$ cat src/rtl/alu_exception_unit_pkg.sv
// Shared constants and types for the ALU exception unit: status bit indices,
// ExcCode values, ALU opcodes and the sequencing FSM state type.
package alu_exc_pkg;

    localparam int ST_ZERO  = 7;
    localparam int ST_WIDE  = 6;
    localparam int ST_OVF   = 5;
    localparam int ST_NEG   = 4;
    localparam int ST_MISAL = 3;

    localparam logic [4:0] EXC_ADEL = 5'd4;
    localparam logic [4:0] EXC_ADES = 5'd5;
    localparam logic [4:0] EXC_OV   = 5'd12;

    localparam logic [3:0] ALU_ADD = 4'b0010;
    localparam logic [3:0] ALU_SUB = 4'b0110;

    typedef enum logic [1:0] {
        S_IDLE   = 2'd0,
        S_FLUSH  = 2'd1,
        S_VECTOR = 2'd2
    } exc_state_e;

    // Cause register layout: ExcCode lives in bits [6:2], everything else zero.
    function automatic logic [31:0] make_cause(input logic [4:0] code);
        return {25'b0, code, 2'b00};
    endfunction

endpackage

$ cat src/rtl/alu_exception_unit_if.sv
// ALU status bundle from the EX-stage ALU; the exception unit is the slave end.
interface alu_exception_unit_if;
    logic [7:0]  ALU_status;
    logic [3:0]  ALU_control;
    logic [31:0] ALU_result;

    modport master (output ALU_status, output ALU_control, output ALU_result);
    modport slave  (input  ALU_status, input  ALU_control, input  ALU_result);
endinterface

$ cat src/rtl/alu_exception_unit_detect.sv
// Combinational exception priority encoder: address error beats trapping overflow,
// and exactly one ExcCode is reported per instruction.
module alu_exc_detect
    import alu_exc_pkg::*;
(
    input  logic [7:0] alu_status,
    input  logic [3:0] alu_control,
    input  logic       ovf_trap_en,
    input  logic       mem_access,
    input  logic       mem_write,
    output logic       exc_valid,
    output logic [4:0] exc_code,
    output logic       exc_addr_err
);

    wire unused_status = ^{alu_status[ST_ZERO], alu_status[ST_WIDE],
                           alu_status[ST_NEG], alu_status[2:0]};

    always_comb begin
        exc_valid    = 1'b0;
        exc_code     = '0;
        exc_addr_err = 1'b0;
        if (mem_access && alu_status[ST_MISAL]) begin
            exc_valid    = 1'b1;
            exc_addr_err = 1'b1;
            exc_code     = mem_write ? EXC_ADES : EXC_ADEL;
        end else if (ovf_trap_en && alu_status[ST_OVF] &&
                     (alu_control == ALU_ADD || alu_control == ALU_SUB)) begin
            exc_valid = 1'b1;
            exc_code  = EXC_OV;
        end
    end

endmodule

$ cat src/rtl/alu_exception_unit.sv
// EX-stage exception unit: branch resolution, EPC/Cause/BadVAddr capture, flush and
// vector redirect sequencing, ERET return. ALU_EXC_COUNTER_EN adds exc_count.
module alu_exception_unit
    import alu_exc_pkg::*;
#(
    parameter logic [31:0] EXC_VECTOR = 32'h8000_0180,
    parameter logic [31:0] RESET_EPC  = 32'h0000_0000
) (
    input  logic                 clk,
    input  logic                 rst,
    alu_exception_unit_if.slave  alu_if,
    input  logic                 ex_valid,
    input  logic [31:0]          pc_in,
    input  logic                 ovf_trap_en,
    input  logic                 mem_access,
    input  logic                 mem_write,
    input  logic [1:0]           branch_type,
    input  logic                 eret,
    output logic                 branch_taken,
    output logic                 flush,
    output logic                 pc_redirect,
    output logic [31:0]          redirect_pc,
    output logic [31:0]          epc,
    output logic [31:0]          cause,
    output logic [31:0]          badvaddr,
`ifdef ALU_EXC_COUNTER_EN
    output logic [31:0]          exc_count,
`endif
    output logic                 exl
);

    exc_state_e  state_q, state_d;
    logic [31:0] epc_q, epc_d;
    logic [4:0]  code_q, code_d;
    logic [31:0] badvaddr_q, badvaddr_d;
    logic        exl_q, exl_d;
    logic        eret_pulse_q, eret_pulse_d;

    logic        det_valid;
    logic [4:0]  det_code;
    logic        det_addr_err;
    logic        idle_valid;
    logic        take_exc;
    logic        take_eret;

    alu_exc_detect u_detect (
        .alu_status   (alu_if.ALU_status),
        .alu_control  (alu_if.ALU_control),
        .ovf_trap_en  (ovf_trap_en),
        .mem_access   (mem_access),
        .mem_write    (mem_write),
        .exc_valid    (det_valid),
        .exc_code     (det_code),
        .exc_addr_err (det_addr_err)
    );

    // Anything seen outside IDLE is already being squashed, so it never counts.
    assign idle_valid = ex_valid && (state_q == S_IDLE);
    assign take_exc   = idle_valid && det_valid;
    assign take_eret  = idle_valid && eret && !det_valid;

    always_comb begin
        state_d      = state_q;
        epc_d        = epc_q;
        code_d       = code_q;
        badvaddr_d   = badvaddr_q;
        exl_d        = exl_q;
        eret_pulse_d = 1'b0;
        unique case (state_q)
            S_IDLE: begin
                if (take_exc) begin
                    code_d  = det_code;
                    exl_d   = 1'b1;
                    state_d = S_FLUSH;
                    if (det_addr_err) badvaddr_d = alu_if.ALU_result;
                    // A nested exception keeps the original return address.
                    if (!exl_q) epc_d = pc_in;
                end else if (take_eret) begin
                    exl_d        = 1'b0;
                    eret_pulse_d = 1'b1;
                end
            end
            S_FLUSH:  state_d = S_VECTOR;
            S_VECTOR: state_d = S_IDLE;
            default:  state_d = S_IDLE;
        endcase
    end

    always_comb begin
        flush        = 1'b0;
        pc_redirect  = 1'b0;
        redirect_pc  = '0;
        branch_taken = 1'b0;
        if (state_q == S_VECTOR) begin
            flush       = 1'b1;
            pc_redirect = 1'b1;
            redirect_pc = EXC_VECTOR;
        end else if (state_q == S_FLUSH) begin
            flush = 1'b1;
        end else if (eret_pulse_q) begin
            flush       = 1'b1;
            pc_redirect = 1'b1;
            redirect_pc = epc_q;
        end
        if (idle_valid && !det_valid) begin
            branch_taken = (branch_type == 2'b01 &&  alu_if.ALU_status[ST_ZERO]) ||
                           (branch_type == 2'b10 && !alu_if.ALU_status[ST_ZERO]);
        end
    end

    always_ff @(posedge clk or posedge rst) begin
        if (rst) begin
            state_q      <= S_IDLE;
            epc_q        <= RESET_EPC;
            code_q       <= '0;
            badvaddr_q   <= '0;
            exl_q        <= 1'b0;
            eret_pulse_q <= 1'b0;
        end else begin
            state_q      <= state_d;
            epc_q        <= epc_d;
            code_q       <= code_d;
            badvaddr_q   <= badvaddr_d;
            exl_q        <= exl_d;
            eret_pulse_q <= eret_pulse_d;
        end
    end

    assign epc      = epc_q;
    assign cause    = make_cause(code_q);
    assign badvaddr = badvaddr_q;
    assign exl      = exl_q;

`ifdef ALU_EXC_COUNTER_EN
    logic [31:0] exc_count_q, exc_count_d;

    always_comb begin
        exc_count_d = exc_count_q;
        if (take_exc && exc_count_q != 32'hFFFF_FFFF) exc_count_d = exc_count_q + 32'd1;
    end

    always_ff @(posedge clk or posedge rst) begin
        if (rst) exc_count_q <= '0;
        else     exc_count_q <= exc_count_d;
    end

    assign exc_count = exc_count_q;
`endif

endmodule
$ cat src/flat_wrapper.sv
// flat-port wrapper written by rule: the top's interface ports become plain ports
module alu_exception_unit_flat import alu_exc_pkg::*;
#(
    parameter logic [31:0] EXC_VECTOR = 32'h8000_0180,
    parameter logic [31:0] RESET_EPC  = 32'h0000_0000
)
  (clk, rst, ex_valid, pc_in, ovf_trap_en, mem_access, mem_write, branch_type, eret, branch_taken, flush, pc_redirect, redirect_pc, epc, cause, badvaddr, exl, alu_if_ALU_status, alu_if_ALU_control, alu_if_ALU_result);
  alu_exception_unit_if alu_if_i ();
  input  logic clk;
  input  logic rst;
  input  logic ex_valid;
  input  logic [31:0] pc_in;
  input  logic ovf_trap_en;
  input  logic mem_access;
  input  logic mem_write;
  input  logic [1:0] branch_type;
  input  logic eret;
  output logic branch_taken;
  output logic flush;
  output logic pc_redirect;
  output logic [31:0] redirect_pc;
  output logic [31:0] epc;
  output logic [31:0] cause;
  output logic [31:0] badvaddr;
  output logic exl;
  input wire logic [$bits(alu_if_i.ALU_status)-1:0] alu_if_ALU_status;
  input wire logic [$bits(alu_if_i.ALU_control)-1:0] alu_if_ALU_control;
  input wire logic [$bits(alu_if_i.ALU_result)-1:0] alu_if_ALU_result;
  assign alu_if_i.ALU_status = alu_if_ALU_status;
  assign alu_if_i.ALU_control = alu_if_ALU_control;
  assign alu_if_i.ALU_result = alu_if_ALU_result;
  alu_exception_unit #(.EXC_VECTOR(EXC_VECTOR), .RESET_EPC(RESET_EPC)) u_core (.clk(clk), .rst(rst), .alu_if(alu_if_i), .ex_valid(ex_valid), .pc_in(pc_in), .ovf_trap_en(ovf_trap_en), .mem_access(mem_access), .mem_write(mem_write), .branch_type(branch_type), .eret(eret), .branch_taken(branch_taken), .flush(flush), .pc_redirect(pc_redirect), .redirect_pc(redirect_pc), .epc(epc), .cause(cause), .badvaddr(badvaddr), .exl(exl));
endmodule
$ cat config.mk
export PLATFORM = sky130hd
export DESIGN_NAME = alu_exception_unit_flat
export DESIGN_NICKNAME = d
export VERILOG_FILES = /design/src/rtl/alu_exception_unit_pkg.sv /design/src/rtl/alu_exception_unit_if.sv /design/src/rtl/alu_exception_unit_detect.sv /design/src/rtl/alu_exception_unit.sv /design/src/flat_wrapper.sv
export SDC_FILE = /design/constraint.sdc
export NUM_CORES = 1
export LEC_CHECK = 0
export ABC_CLOCK_PERIOD_IN_PS = 5100
export CELL_PAD_IN_SITES_DETAIL_PLACEMENT = 1
export CELL_PAD_IN_SITES_GLOBAL_PLACEMENT = 2
export CORE_ASPECT_RATIO = 1.5
export CORE_MARGIN = 5
export CORE_UTILIZATION = 23
export DETAILED_ROUTE_END_ITERATION = 12
export PLACE_DENSITY = 0.94
export SLEW_MARGIN = 5
export SYNTH_ARGS = -nofsm -noshare
export SYNTH_HDL_FRONTEND = slang
export SYNTH_SLANG_ARGS = --single-unit
export TNS_END_PERCENT = 1
$ cat constraint.sdc
create_clock -name clk -period 5.1 [get_ports clk]
set_input_delay 0.765 -clock clk [delete_from_list [all_inputs] [get_ports clk]]
set_output_delay 0.765 -clock clk [all_outputs]
set_load 0.02 [all_outputs]
==> flow_summary.toml <==
[logic_synthesis]
synthArstFlopShare_pct = 100
ys_warn_count = 0
synth.largest_area_cell = "dfrtp_1"
synthFlopType = "dfrtp_1"
synth_top_area_share_pct = 53.5
syn_area_per_cell_um2 = 13.4
ys_seq_elements = 71
yosysMostFrequentCell = "dfrtp_1"
synth_cell_type_count = 27
synth_area_um2 = 3320
synth_edf_count = 0
synthCells = 248
synthTopCellsByCount = "71 x dfrtp_1, 32 x buf_4, 32 x mux2_2"
seq_area_frac_synth_pct = 53.5
synth_area_leaders = "dfrtp_1 54%, mux2_4 14%, mux2_2 11%"

[worst_setup_path]
critical_path_class = "reg2out"
end_kind = "output port"
crit_chain = "xnor2_2 > and3_1 > clkdlybuf4s50_1"
critPathLaunchType = "register"
crit_buf_inv = 1
critPathMaxFanout = 30
critical_path.top_delay_family = "XOR/XNOR gates"
arrival_ns = 2.66
r2r_start = "u_core.state_q[1]"
rr_endpoint = "u_core.epc[26]"
slowest_delay_ns = 0.88
cp.required_ns = 4.34
rrSetupSlack_ns = 2.66
cpMaxStageDelayCell = "xnor2_2"
rr_worst_depth = 4

[routing]
dr.pass1.iters = 4
vias_per_cell = 4.11
ant_nets = 0
drc = 0
drt_first_iter_violations = 59
wl_per_cell_um = 16.7
routed_wl_um = 10400
vias = 2563

[sta]
fin_ws_ns = 1.68
setup_viol = 0
tightest_slew_ns = 1.16
min_period_over_period_pct = 67.1
fin_skew_ns = 0.00689
relSlewSlack_pct = 22.4
min_period_ns = 3.42
rsz0062_at_grt = "no"
maxSlewViolCount = 0
setup-tns-final_ns = 0
fmax_mhz = 292
hold_viol_final = 0

[placed_design]
dp_cells = 607
io_buffer_count = 181
gp_congestion = 0.686
dpl.hpwl_um = 8090
dp_slack_ns = 1.71

[final_layout]
drive_gt1_share_pct = 20.0
area_growth_pct = 67.0
layout.nets = 511
instances_no_fill = 623
antenna_cells = 0
final_util_pct = 39.3

[die]
start_util_pct = 23.5
core_um2 = 14100
dieArea_um2 = 17000
die_width_um = 108
ioPinCount = 217
die_h_um = 157
num_rows = 53

[clock_network]
cts_resized = 0
clkLatencyLatePin_ns = 0.33
cts_tree = "done"
cts_setup_buffers = 0
cts_inserted_buffers = 9
cts-root-buf = "clkbuf_16"
cts_hold_buf = 0
clkTransAtPathRegs_ns = 0.06
cts.path.max_buffers = 2
cts_sinks = 71
h-tree-depth = 3

[min_path]
hp-class = "reg2reg"
min_delay_path_depth = 1
hp-start = "u_core.badvaddr[21]"
hold_path_end = "u_core.badvaddr[21]"

[global_routing]
grt_util_all_layers_pct = 12.2
grt_max_degree = 48
grt_pass1_vias = 2926
grt_pass1_wl_um = 16100
grt_overflow = 0
antenna_found_initial = 0

[power]
p_leak_uw = 0.00247
power.density_nw_per_um2 = 445
finalPower_uw = 2470
irDropWorstVdd_v = 0.000174

[job]
drv_cap = 0

[run_status]
status = "finished, final reports clean"
[cells by family (layout without fill, tap and decap cells)]
| group | after synthesis | count (layout) | share of synthesized area (%) |
|---|---|---|---|
| multiplexers | 64 | 64 | 25.1 |
| buffers and inverters | 45 | 200 | 9.38 |
| flip-flops | 71 | 71 | 53.5 |
| other | 1 | 29 | 0.113 |
| XOR/XNOR | 1 | 1 | 0.264 |
| AND/OR/NAND/NOR | 54 | 54 | 9.68 |
| AO/OA/AOI/OAI | 12 | 12 | 1.96 |
[cells in the final DEF (no fill, tap or decap), types with 2 or more instances in the layout]
cell type	n
nand2_1	5
nor2_1	5
and3_1	29
clkbuf_16	9
conb_1	29
nor2_4	2
nor3_1	2
clkinv_4	2
mux2_2	32
mux2_4	30
nand3_1	4
a21oi_1	5
bufinv_16	3
dfrtp_1	71
o21ai_0	5
mux2_1	2
clkdlybuf4s50_1	181
[cell type report]
class,count,area (µm²)
repair buffers,182,1820
clock inverters,6,116
inverters,2,8.76
clock buffers,10,239
flip-flops and latches,71,1780
multi-input cells,160,1350
fillers,1541,8580
well taps,192,240
[sequential cells by signal, indices dropped and copies added (netlist names)]
| signal | count |
|---|---|
| u_core.badvaddr | 32 |
| u_core.epc | 32 |
| u_core.code_q | 3 |
| u_core.state_q | 2 |
| u_core.eret_pulse_q | 1 |
| u_core.exl | 1 |
[routing by layer]
| layer | routed length [µm] | track usage [%] | part of all wire [%] |
|---|---|---|---|
| met3 | 1250 | 5.79 | 12 |
| met1 | 3630 | 12.5 | 35 |
| met5 | 0 | 0 | 0 |
| met2 | 5440 | 22.0 | 52 |
| met4 | 97 | 3.43 | 0.93 |
[how the worst max path moves through the flow]
| stage | startpoint | end | slack [ns] | depth (start not counted) |
|---|---|---|---|---|
| 2_1_floorplan | rst | u_core.badvaddr[0] | 2.54 | 1 |
| 6_report | u_core.state_q[1] | redirect_pc[23] | 1.68 | 3 |
| 3_3_place_gp | ovf_trap_en | u_core.epc[17] | 1.77 | 5 |
| 4_1_cts | u_core.state_q[1] | redirect_pc[20] | 1.62 | 3 |
| 5_1_grt | u_core.state_q[1] | redirect_pc[23] | 1.50 | 3 |
| 3_5_place_dp | ovf_trap_en | u_core.epc[19] | 1.71 | 5 |
[through the flow]
stage / cell area [µm²] / hold WS [ns]
final: 5550 / 0.492
after global routing: 5550 / 0.511
after CTS: 5550 / 0.499
after detailed placement: 5190 / 0.484
after global placement: 5190 / 0.454
after floorplan: 3430 / 0.586
[power breakdown]
part           switching, µW  internal [µW]  total (µW)
sequential               111            711         822
clock                    253            495         748
combinational            401            495         896
total                    764           1700        2470
Note: power is estimated with default switching activity, not from simulation.
